## src/rtl/vc_fifo_pkg.sv

```systemverilog
// Shared sizing defaults for the virtual-channel input buffer.
`ifndef VC_FIFO_DEFINES
`define VC_FIFO_DEFINES
`define PAYLOAD_SIZE 8
`define ADDR_BITS 8
`define FIFO_LOG2 2
`define NUM_VC 2
`endif

package vc_fifo_pkg;

    localparam int unsigned DefWidth     = `PAYLOAD_SIZE + `ADDR_BITS;
    localparam int unsigned DefNumVc     = `NUM_VC;
    localparam int unsigned DefVcBits    = 1;
    localparam int unsigned DefDepthLog2 = `FIFO_LOG2;

    // Occupancy needs one extra bit so that a completely full VC is representable.
    function automatic int unsigned cnt_width(input int unsigned depth_log2);
        return depth_log2 + 1;
    endfunction

    // Default almost-full threshold: one slot short of full.
    function automatic int unsigned def_af_level(input int unsigned depth_log2);
        return (32'd1 << depth_log2) - 32'd1;
    endfunction

endpackage

```

## src/rtl/vc_fifo_if.sv

```systemverilog
// Push/pop/status bundle between a router port and its VC input buffer.
interface vc_fifo_if
    import vc_fifo_pkg::*;
#(
    parameter int unsigned WIDTH      = DefWidth,
    parameter int unsigned NUM_VC     = DefNumVc,
    parameter int unsigned VC_BITS    = DefVcBits,
    parameter int unsigned DEPTH_LOG2 = DefDepthLog2
);

    logic                                   write;
    logic [VC_BITS-1:0]                     write_vc;
    logic [WIDTH-1:0]                       item_in;
    logic                                   read;
    logic [VC_BITS-1:0]                     read_vc;
    logic [WIDTH-1:0]                       item_out;
    logic [NUM_VC-1:0]                      full;
    logic [NUM_VC-1:0]                      empty;
    logic [NUM_VC-1:0]                      almost_full;
    logic [NUM_VC*cnt_width(DEPTH_LOG2)-1:0] count;
    logic                                   overflow;
    logic                                   underflow;

    modport master (
        output write, write_vc, item_in, read, read_vc,
        input  item_out, full, empty, almost_full, count, overflow, underflow
    );

    modport slave (
        input  write, write_vc, item_in, read, read_vc,
        output item_out, full, empty, almost_full, count, overflow, underflow
    );

endinterface

```

## src/rtl/vc_fifo_ctrl.sv

```systemverilog
// Bookkeeping for one virtual channel: pointers, occupancy and registered flags.
module vc_fifo_ctrl
    import vc_fifo_pkg::*;
#(
    parameter int unsigned DEPTH_LOG2 = DefDepthLog2,
    parameter int unsigned AF_LEVEL   = def_af_level(DEPTH_LOG2)
) (
    input  logic                  clk,
    input  logic                  reset,
    input  logic                  push,
    input  logic                  pop,
    output logic [DEPTH_LOG2-1:0] rd_ptr,
    output logic [DEPTH_LOG2-1:0] wr_ptr,
    output logic                  full,
    output logic                  empty,
    output logic                  almost_full,
    output logic [DEPTH_LOG2:0]   count
);

    localparam logic [DEPTH_LOG2:0] Depth = {1'b1, {DEPTH_LOG2{1'b0}}};

    logic [DEPTH_LOG2-1:0] rd_ptr_q, rd_ptr_d;
    logic [DEPTH_LOG2-1:0] wr_ptr_q, wr_ptr_d;
    logic [DEPTH_LOG2:0]   cnt_q, cnt_d;
    logic                  full_q, empty_q, af_q;

    // Next pointers and occupancy; pointers wrap naturally at DEPTH_LOG2 bits.
    always_comb begin
        rd_ptr_d = rd_ptr_q;
        wr_ptr_d = wr_ptr_q;
        cnt_d    = cnt_q;
        if (pop) begin
            rd_ptr_d = rd_ptr_q + 1'b1;
        end
        if (push) begin
            wr_ptr_d = wr_ptr_q + 1'b1;
        end
        case ({push, pop})
            2'b10:   cnt_d = cnt_q + 1'b1;
            2'b01:   cnt_d = cnt_q - 1'b1;
            default: cnt_d = cnt_q;
        endcase
    end

    // State update; flags are computed from the next count so they never lag count.
    always_ff @(posedge clk) begin
        if (reset) begin
            rd_ptr_q <= '0;
            wr_ptr_q <= '0;
            cnt_q    <= '0;
            full_q   <= 1'b0;
            empty_q  <= 1'b1;
            af_q     <= 1'b0;
        end else begin
            rd_ptr_q <= rd_ptr_d;
            wr_ptr_q <= wr_ptr_d;
            cnt_q    <= cnt_d;
            full_q   <= (cnt_d == Depth);
            empty_q  <= (cnt_d == '0);
            af_q     <= (32'(cnt_d) >= AF_LEVEL);
        end
    end

    assign rd_ptr      = rd_ptr_q;
    assign wr_ptr      = wr_ptr_q;
    assign count       = cnt_q;
    assign full        = full_q;
    assign empty       = empty_q;
    assign almost_full = af_q;

endmodule

```

## src/rtl/vc_fifo.sv

```systemverilog
// Multi-VC router input buffer: shared flit storage, per-VC control, head-flit mux.
module vc_fifo
    import vc_fifo_pkg::*;
#(
    parameter int unsigned WIDTH      = DefWidth,
    parameter int unsigned NUM_VC     = DefNumVc,
    parameter int unsigned VC_BITS    = DefVcBits,
    parameter int unsigned DEPTH_LOG2 = DefDepthLog2,
    parameter int unsigned AF_LEVEL   = def_af_level(DEPTH_LOG2),
    parameter int          routerid   = -1
) (
    input logic      clk,
    input logic      reset,
    vc_fifo_if.slave bus
);

    localparam int unsigned Depth = 1 << DEPTH_LOG2;
    localparam int unsigned CntW  = cnt_width(DEPTH_LOG2);

    logic [WIDTH-1:0]      mem_q [NUM_VC][Depth];
    logic [DEPTH_LOG2-1:0] rd_ptr [NUM_VC];
    logic [DEPTH_LOG2-1:0] wr_ptr [NUM_VC];
    logic [CntW-1:0]       cnt [NUM_VC];
    logic [NUM_VC-1:0]     full, empty, almost_full;
    logic [NUM_VC-1:0]     push, pop;
    logic [NUM_VC*CntW-1:0] count_flat;

    logic             wr_vc_ok, rd_vc_ok;
    logic             wr_full, rd_empty;
    logic             actual_read, actual_write;
    logic [WIDTH-1:0] head;
    logic             overflow_q, underflow_q;

    // routerid is a debug tag only; this block merely keeps it referenced.
    if (routerid < -1) begin : g_routerid_tag
    end

    // Decode the VC indices; out-of-range indices match nothing and read as empty.
    always_comb begin
        wr_vc_ok = 1'b0;
        rd_vc_ok = 1'b0;
        wr_full  = 1'b0;
        rd_empty = 1'b1;
        head     = '0;
        for (int v = 0; v < NUM_VC; v++) begin
            if (bus.write_vc == VC_BITS'(v)) begin
                wr_vc_ok = 1'b1;
                wr_full  = full[v];
            end
            if (bus.read_vc == VC_BITS'(v)) begin
                rd_vc_ok = 1'b1;
                rd_empty = empty[v];
                head     = mem_q[v][rd_ptr[v]];
            end
        end
    end

    // Accept logic; a full VC still takes a push when it is popped in the same cycle.
    always_comb begin
        actual_read  = bus.read & rd_vc_ok & ~rd_empty;
        actual_write = bus.write & wr_vc_ok &
                       (~wr_full | (actual_read & (bus.read_vc == bus.write_vc)));
        push = '0;
        pop  = '0;
        for (int v = 0; v < NUM_VC; v++) begin
            push[v] = actual_write & (bus.write_vc == VC_BITS'(v));
            pop[v]  = actual_read & (bus.read_vc == VC_BITS'(v));
        end
    end

    for (genvar v = 0; v < NUM_VC; v++) begin : g_vc
        vc_fifo_ctrl #(
            .DEPTH_LOG2 (DEPTH_LOG2),
            .AF_LEVEL   (AF_LEVEL)
        ) u_ctrl (
            .clk         (clk),
            .reset       (reset),
            .push        (push[v]),
            .pop         (pop[v]),
            .rd_ptr      (rd_ptr[v]),
            .wr_ptr      (wr_ptr[v]),
            .full        (full[v]),
            .empty       (empty[v]),
            .almost_full (almost_full[v]),
            .count       (cnt[v])
        );
    end

    // Flit storage; not cleared by reset, and a push during reset is discarded.
    always_ff @(posedge clk) begin
        for (int v = 0; v < NUM_VC; v++) begin
            if (push[v] && !reset) begin
                mem_q[v][wr_ptr[v]] <= bus.item_in;
            end
        end
    end

    // Sticky protocol-error flags, cleared only by reset.
    always_ff @(posedge clk) begin
        if (reset) begin
            overflow_q  <= 1'b0;
            underflow_q <= 1'b0;
        end else begin
            overflow_q  <= overflow_q | (bus.write & ~actual_write);
            underflow_q <= underflow_q | (bus.read & ~actual_read);
        end
    end

    // Pack per-VC occupancy, VC v at slot v.
    always_comb begin
        count_flat = '0;
        for (int v = 0; v < NUM_VC; v++) begin
            count_flat[v*CntW +: CntW] = cnt[v];
        end
    end

    assign bus.item_out    = rd_empty ? '0 : head;
    assign bus.full        = full;
    assign bus.empty       = empty;
    assign bus.almost_full = almost_full;
    assign bus.count       = count_flat;
    assign bus.overflow    = overflow_q;
    assign bus.underflow   = underflow_q;

endmodule

```

## src/flat_wrapper.sv

```systemverilog
// flat-port wrapper written by rule: the top's interface ports become plain ports
module vc_fifo_flat import vc_fifo_pkg::*;
#(
    parameter int unsigned WIDTH      = DefWidth,
    parameter int unsigned NUM_VC     = DefNumVc,
    parameter int unsigned VC_BITS    = DefVcBits,
    parameter int unsigned DEPTH_LOG2 = DefDepthLog2,
    parameter int unsigned AF_LEVEL   = def_af_level(DEPTH_LOG2),
    parameter int          routerid   = -1
)
  (clk, reset, bus_write, bus_write_vc, bus_item_in, bus_read, bus_read_vc, bus_item_out, bus_full, bus_empty, bus_almost_full, bus_count, bus_overflow, bus_underflow);
  vc_fifo_if #(.WIDTH(WIDTH), .NUM_VC(NUM_VC), .VC_BITS(VC_BITS), .DEPTH_LOG2(DEPTH_LOG2)) bus_i ();
  input logic clk;
  input logic reset;
  input wire logic [$bits(bus_i.write)-1:0] bus_write;
  input wire logic [$bits(bus_i.write_vc)-1:0] bus_write_vc;
  input wire logic [$bits(bus_i.item_in)-1:0] bus_item_in;
  input wire logic [$bits(bus_i.read)-1:0] bus_read;
  input wire logic [$bits(bus_i.read_vc)-1:0] bus_read_vc;
  output wire logic [$bits(bus_i.item_out)-1:0] bus_item_out;
  output wire logic [$bits(bus_i.full)-1:0] bus_full;
  output wire logic [$bits(bus_i.empty)-1:0] bus_empty;
  output wire logic [$bits(bus_i.almost_full)-1:0] bus_almost_full;
  output wire logic [$bits(bus_i.count)-1:0] bus_count;
  output wire logic [$bits(bus_i.overflow)-1:0] bus_overflow;
  output wire logic [$bits(bus_i.underflow)-1:0] bus_underflow;
  assign bus_i.write = bus_write;
  assign bus_i.write_vc = bus_write_vc;
  assign bus_i.item_in = bus_item_in;
  assign bus_i.read = bus_read;
  assign bus_i.read_vc = bus_read_vc;
  assign bus_item_out = bus_i.item_out;
  assign bus_full = bus_i.full;
  assign bus_empty = bus_i.empty;
  assign bus_almost_full = bus_i.almost_full;
  assign bus_count = bus_i.count;
  assign bus_overflow = bus_i.overflow;
  assign bus_underflow = bus_i.underflow;
  vc_fifo #(.WIDTH(WIDTH), .NUM_VC(NUM_VC), .VC_BITS(VC_BITS), .DEPTH_LOG2(DEPTH_LOG2), .AF_LEVEL(AF_LEVEL), .routerid(routerid)) u_core (.clk(clk), .reset(reset), .bus(bus_i));
endmodule
```

## config.mk

```make
export PLATFORM = sky130hd
export DESIGN_NAME = vc_fifo_flat
export DESIGN_NICKNAME = d
export VERILOG_FILES = /design/src/rtl/vc_fifo_pkg.sv /design/src/rtl/vc_fifo_if.sv /design/src/rtl/vc_fifo_ctrl.sv /design/src/rtl/vc_fifo.sv /design/src/flat_wrapper.sv
export SDC_FILE = /design/constraint.sdc
export NUM_CORES = 1
export LEC_CHECK = 0
export BUFFER_PORTS_ARGS = -buffer_cell sky130_fd_sc_hd__buf_2
export CAP_MARGIN = 20
export CORE_MARGIN = 3
export CORE_UTILIZATION = 50
export DETAILED_ROUTE_END_ITERATION = 8
export PLACE_DENSITY_LB_ADDON = 0.12
export SYNTH_ARGS = -nofsm -noshare
export SYNTH_HDL_FRONTEND = slang
export SYNTH_SLANG_ARGS = --single-unit
```

## constraint.sdc

```tcl
create_clock -name clk -period 3.4 [get_ports clk]
set_clock_uncertainty 0.1 [all_clocks]
set_input_delay 0.17 -clock clk [delete_from_list [all_inputs] [get_ports clk]]
set_output_delay 0.17 -clock clk [all_outputs]
set_load 0.01 [all_outputs]
```

==> key figures <==
Run status
  • Status: completed

STA
  • Slew Limit Fails: 0
  • Slew @ Worst Pin: 988 ps
  • RSZ-0062 raised after global routing: false
  • Fin crit share: 0.827
  • Headroom to the max-slew limit: 0.340
  • Setup TNS: 0 ps
  • Fmax: 0.356 GHz
  • # setup viols final: 0
  • Min Tclk post-route: 2810 ps
  • Fin. Hold Viols: 0
  • Worst hold slack: 62.9 ps
  • Final worst slack: 588 ps

Power and ir drop
  • Lkg Pwr: 2.53 nW
  • Sw Ratio: 0.204
  • Flop pwr share: 0.507
  • Combinational fraction of design power: 0.078
  • Switch Pwr: 0.000832 W
  • Cell Int Power: ~0.0032 W
  • Worst VDD drop: roughly 0.00029 V
  • Clk network pwr share: 0.416
  • PD cells: 573 nW/µm²

Min path
  • Hold Crit Depth: 2
  • HP Start: reset
  • Hold WC Path Type: input pin to flop

Clocking
  • Clock Latency Late Sink: 400 ps
  • CTS H-Tree Depth: 4
  • CTS Buf Count: 17
  • CTS clk-pin slew, worst paths: 60 ps
  • Clock Path Buffers: 2
  • Clk sinks: 150
  • CTS tree: yes
  • CTS Root Cell: clkbuf_16

Routing
  • Iteration count of the initial detailed-routing pass: 4
  • Routed Antenna Nets: 0
  • Via count: 3063
  • Routed length per instance: about 20 µm
  • Drt via density: about 5.5
  • Initial drt markers: between 150 and 200
  • DRT Wirelength: about 11000 µm
  • DRC: 0

Placement
  • Placement Setup Slack: 668 ps
  • Routability cong.: 0.719
  • Post-DP HPWL: 6670 µm
  • PortBufs: 51

Final layout
  • NumNets Final: ~440
  • Syn-to-layout area delta: 18.5%
  • Layout cells sized above 1: 0.301
  • Fillcell total: 871
  • Number of diodes: 0

Global routing
  • Largest net degree at the start of global routing: 23
  • First-pass GRT wire length: 17600 µm
  • Gr usage total: 0.184
  • Initial antenna violation count: 0
  • Vias in the first global route: 3207
  • M3 GR Usage: 0.0439
  • Grt total ovfl: 0
  • GR peak layer: met2
  • Met1 Use GR: 0.243
  • GR Layer Usage met2: 0.298

Yosys
  • Synth area leader: edfxtp_1
  • Top-area cell type share of the netlist area: 0.639
  • Register area share after synthesis: 0.713
  • Post-Syn Instances: 322
  • Compound-Gate Fraction of Synth Area: 0.0427
  • Synth cell types: 40
  • Syn Nets: 356
  • Avg Cell Area, Syn: 18.7 µm²
  • Seq cells post-synth: 150
  • Adder-cell area share of the yosys netlist: 0.0275
  • Synth Area in XOR/XNOR: 0.0102
  • Synth area leaders: edfxtp_1 64%, mux4_2 12%, dfxtp_1 7.3%, a22o_1 2.5%, ha_1 2.1%
  • Post-synthesis simple-gate area fraction: 0.0447
  • Multiplexer share of the synthesized area: 0.132
  • Synth Cell Area: between 6000 and 7000 µm²
  • Synth Warn #: 0
  • Main combinational cell family by area after synthesis: multiplexers

Critical path
  • Reg-to-Reg End: u_core.g_vc[0].u_ctrl.empty
  • RR Startpoint: u_core.g_vc[0].u_ctrl.empty
  • Worst setup startpoint: bus_read
  • Critical path startpoint category: input pin
  • Reg2Reg Depth: 8
  • Critical Path AT: 3000 ps
  • CP required: 3590 ps
  • Setup crit end kind: flop
  • R2R Setup Slk: 670 ps
  • CP Capture Point: u_core.g_vc[0].u_ctrl.empty
  • WS Path Type: input pin to flop
  • CP max FO: 6

Flow run
  • Max-cap violations: 0

Die
  • Die X: about 120 µm
  • Die area: about 13000 µm²
  • Std-Cell Rows: 39
  • Initial Util: 0.520
  • Die Ht: 116 µm
  • Core area: ~12000 µm²
  • Ports: between 50 and 60
-- worst min-delay path by stage --
stage                     slack [ps]                              end
final                             60  u_core.g_vc[1].u_ctrl.rd_ptr[0]
after global routing              60  u_core.g_vc[1].u_ctrl.rd_ptr[0]
after CTS                         40  u_core.g_vc[1].u_ctrl.rd_ptr[0]
after detailed placement         350              u_core.mem_q[0][24]
after global placement           340              u_core.mem_q[0][41]
after floorplan                  170               u_core.mem_q[0][0]
-- what timing repair did --
item	CTS	global route
setup endpoints to repair	0	0
hold endpoints to repair	130	0
buffers inserted	0	0
hold buffers	17	0
resized for setup	0	0
-- routing by layer --
metal | share of wire | vias to the layer above
met5 | 0 | -
met4 | 0.013 | 0
met2 | 0.49 | 99
li1 | - | 1427
met1 | 0.43 | 1524
met3 | 0.071 | 13
-- cell usage after synthesis (all sizes together) --
cell    count
o211ai      2
and2        8
mux2        4
or3         1
mux2i       3
ha         10
and3        1
o311ai      1
buf        17
edfxtp    128
xnor2       2
nor3        2
fa          2
nand3       1
o21ai       2
nor2b       3
mux4       32
xor2        5
or4         3
a22o       17
nor3b       3
dfxtp      22
and3b       2
clkbuf      3
nor2       14
nand3b      1
nand2       7
nand4b      1
or3b        1
inv        13
a211oi      2
nand2b      1
o311a       2
a21oi       6
-- area by class of cell --
class,instances,area [µm²],area share
flip-flops and latches,150,4280,0.601
inverters,13,48.8,0.00685
clock buffers,27,493,0.0692
multi-input cells,139,1550,0.217
well taps,143,179,0.0251
repair buffers,81,523,0.0734
clock inverters,5,48.8,0.00685
-- cells in the final DEF (no fill, tap or decap), drive strengths merged, types with 3 or more instances in the layout --
master       count
a21oi            6
a22o            17
and2             8
buf             64
clkbuf          27
clkinv           4
dfxtp           22
dlygate4sd3     17
edfxtp         128
ha              10
inv             13
mux2             4
mux2i            3
mux4            32
nand2            7
nor2            14
nor2b            3
nor3b            3
or4              3
xor2             5
-- power groups by stage --
stage / sequential (W) / combinational, W / clock [W]
floorplan: 0.00210 / 0.000204 / 0
global placement: 0.00210 / 0.000305 / 0
detailed placement: 0.00211 / 0.000308 / 0
CTS: 0.00207 / 0.000324 / 0.00173
global route: 0.00207 / 0.000354 / 0.00182
finish: 0.00207 / 0.000317 / 0.00170
-- sequential cells by signal (all words and copies together) (netlist names) --
register,flops
u_core.bus.overflow,1
u_core.bus.underflow,1
u_core.g_vc.u_ctrl.almost_full,2
u_core.g_vc.u_ctrl.count,6
u_core.g_vc.u_ctrl.empty,2
u_core.g_vc.u_ctrl.full,2
u_core.g_vc.u_ctrl.rd_ptr,4
u_core.g_vc.u_ctrl.wr_ptr,4
u_core.mem_q,128
-- worst max-delay path, stage by stage --
cell and delay, ps:
dlygate4sd3_1 530, buf_2 140, or3b_1 470, a21oi_2 250, inv_1 70, ha_1 220, fa_1 390, xnor2_1 150
or4_1 470, o311a_1 140
-- through the flow --
stage | area [µm²] | util | cells | power (W)
after floorplan | 6010 | - | 322 | 0.00230
after global placement | 6410 | 0.554 | 509 | 0.00241
final | 7120 | 0.616 | 558 | 0.00408
after CTS | 7120 | 0.616 | 558 | 0.00413
after detailed placement | 6410 | 0.554 | 509 | 0.00241
after global routing | 7120 | 0.616 | 558 | 0.00424
-- logic make-up after synthesis --
logic type | count (synthesis)
flip-flops | 150
multiplexers | 39
AO/OA/AOI/OAI | 32
adder cells (fa/ha/maj) | 12
XOR/XNOR | 7
buffers and inverters | 33
AND/OR/NAND/NOR | 49
(Power assumes the default switching activity.)
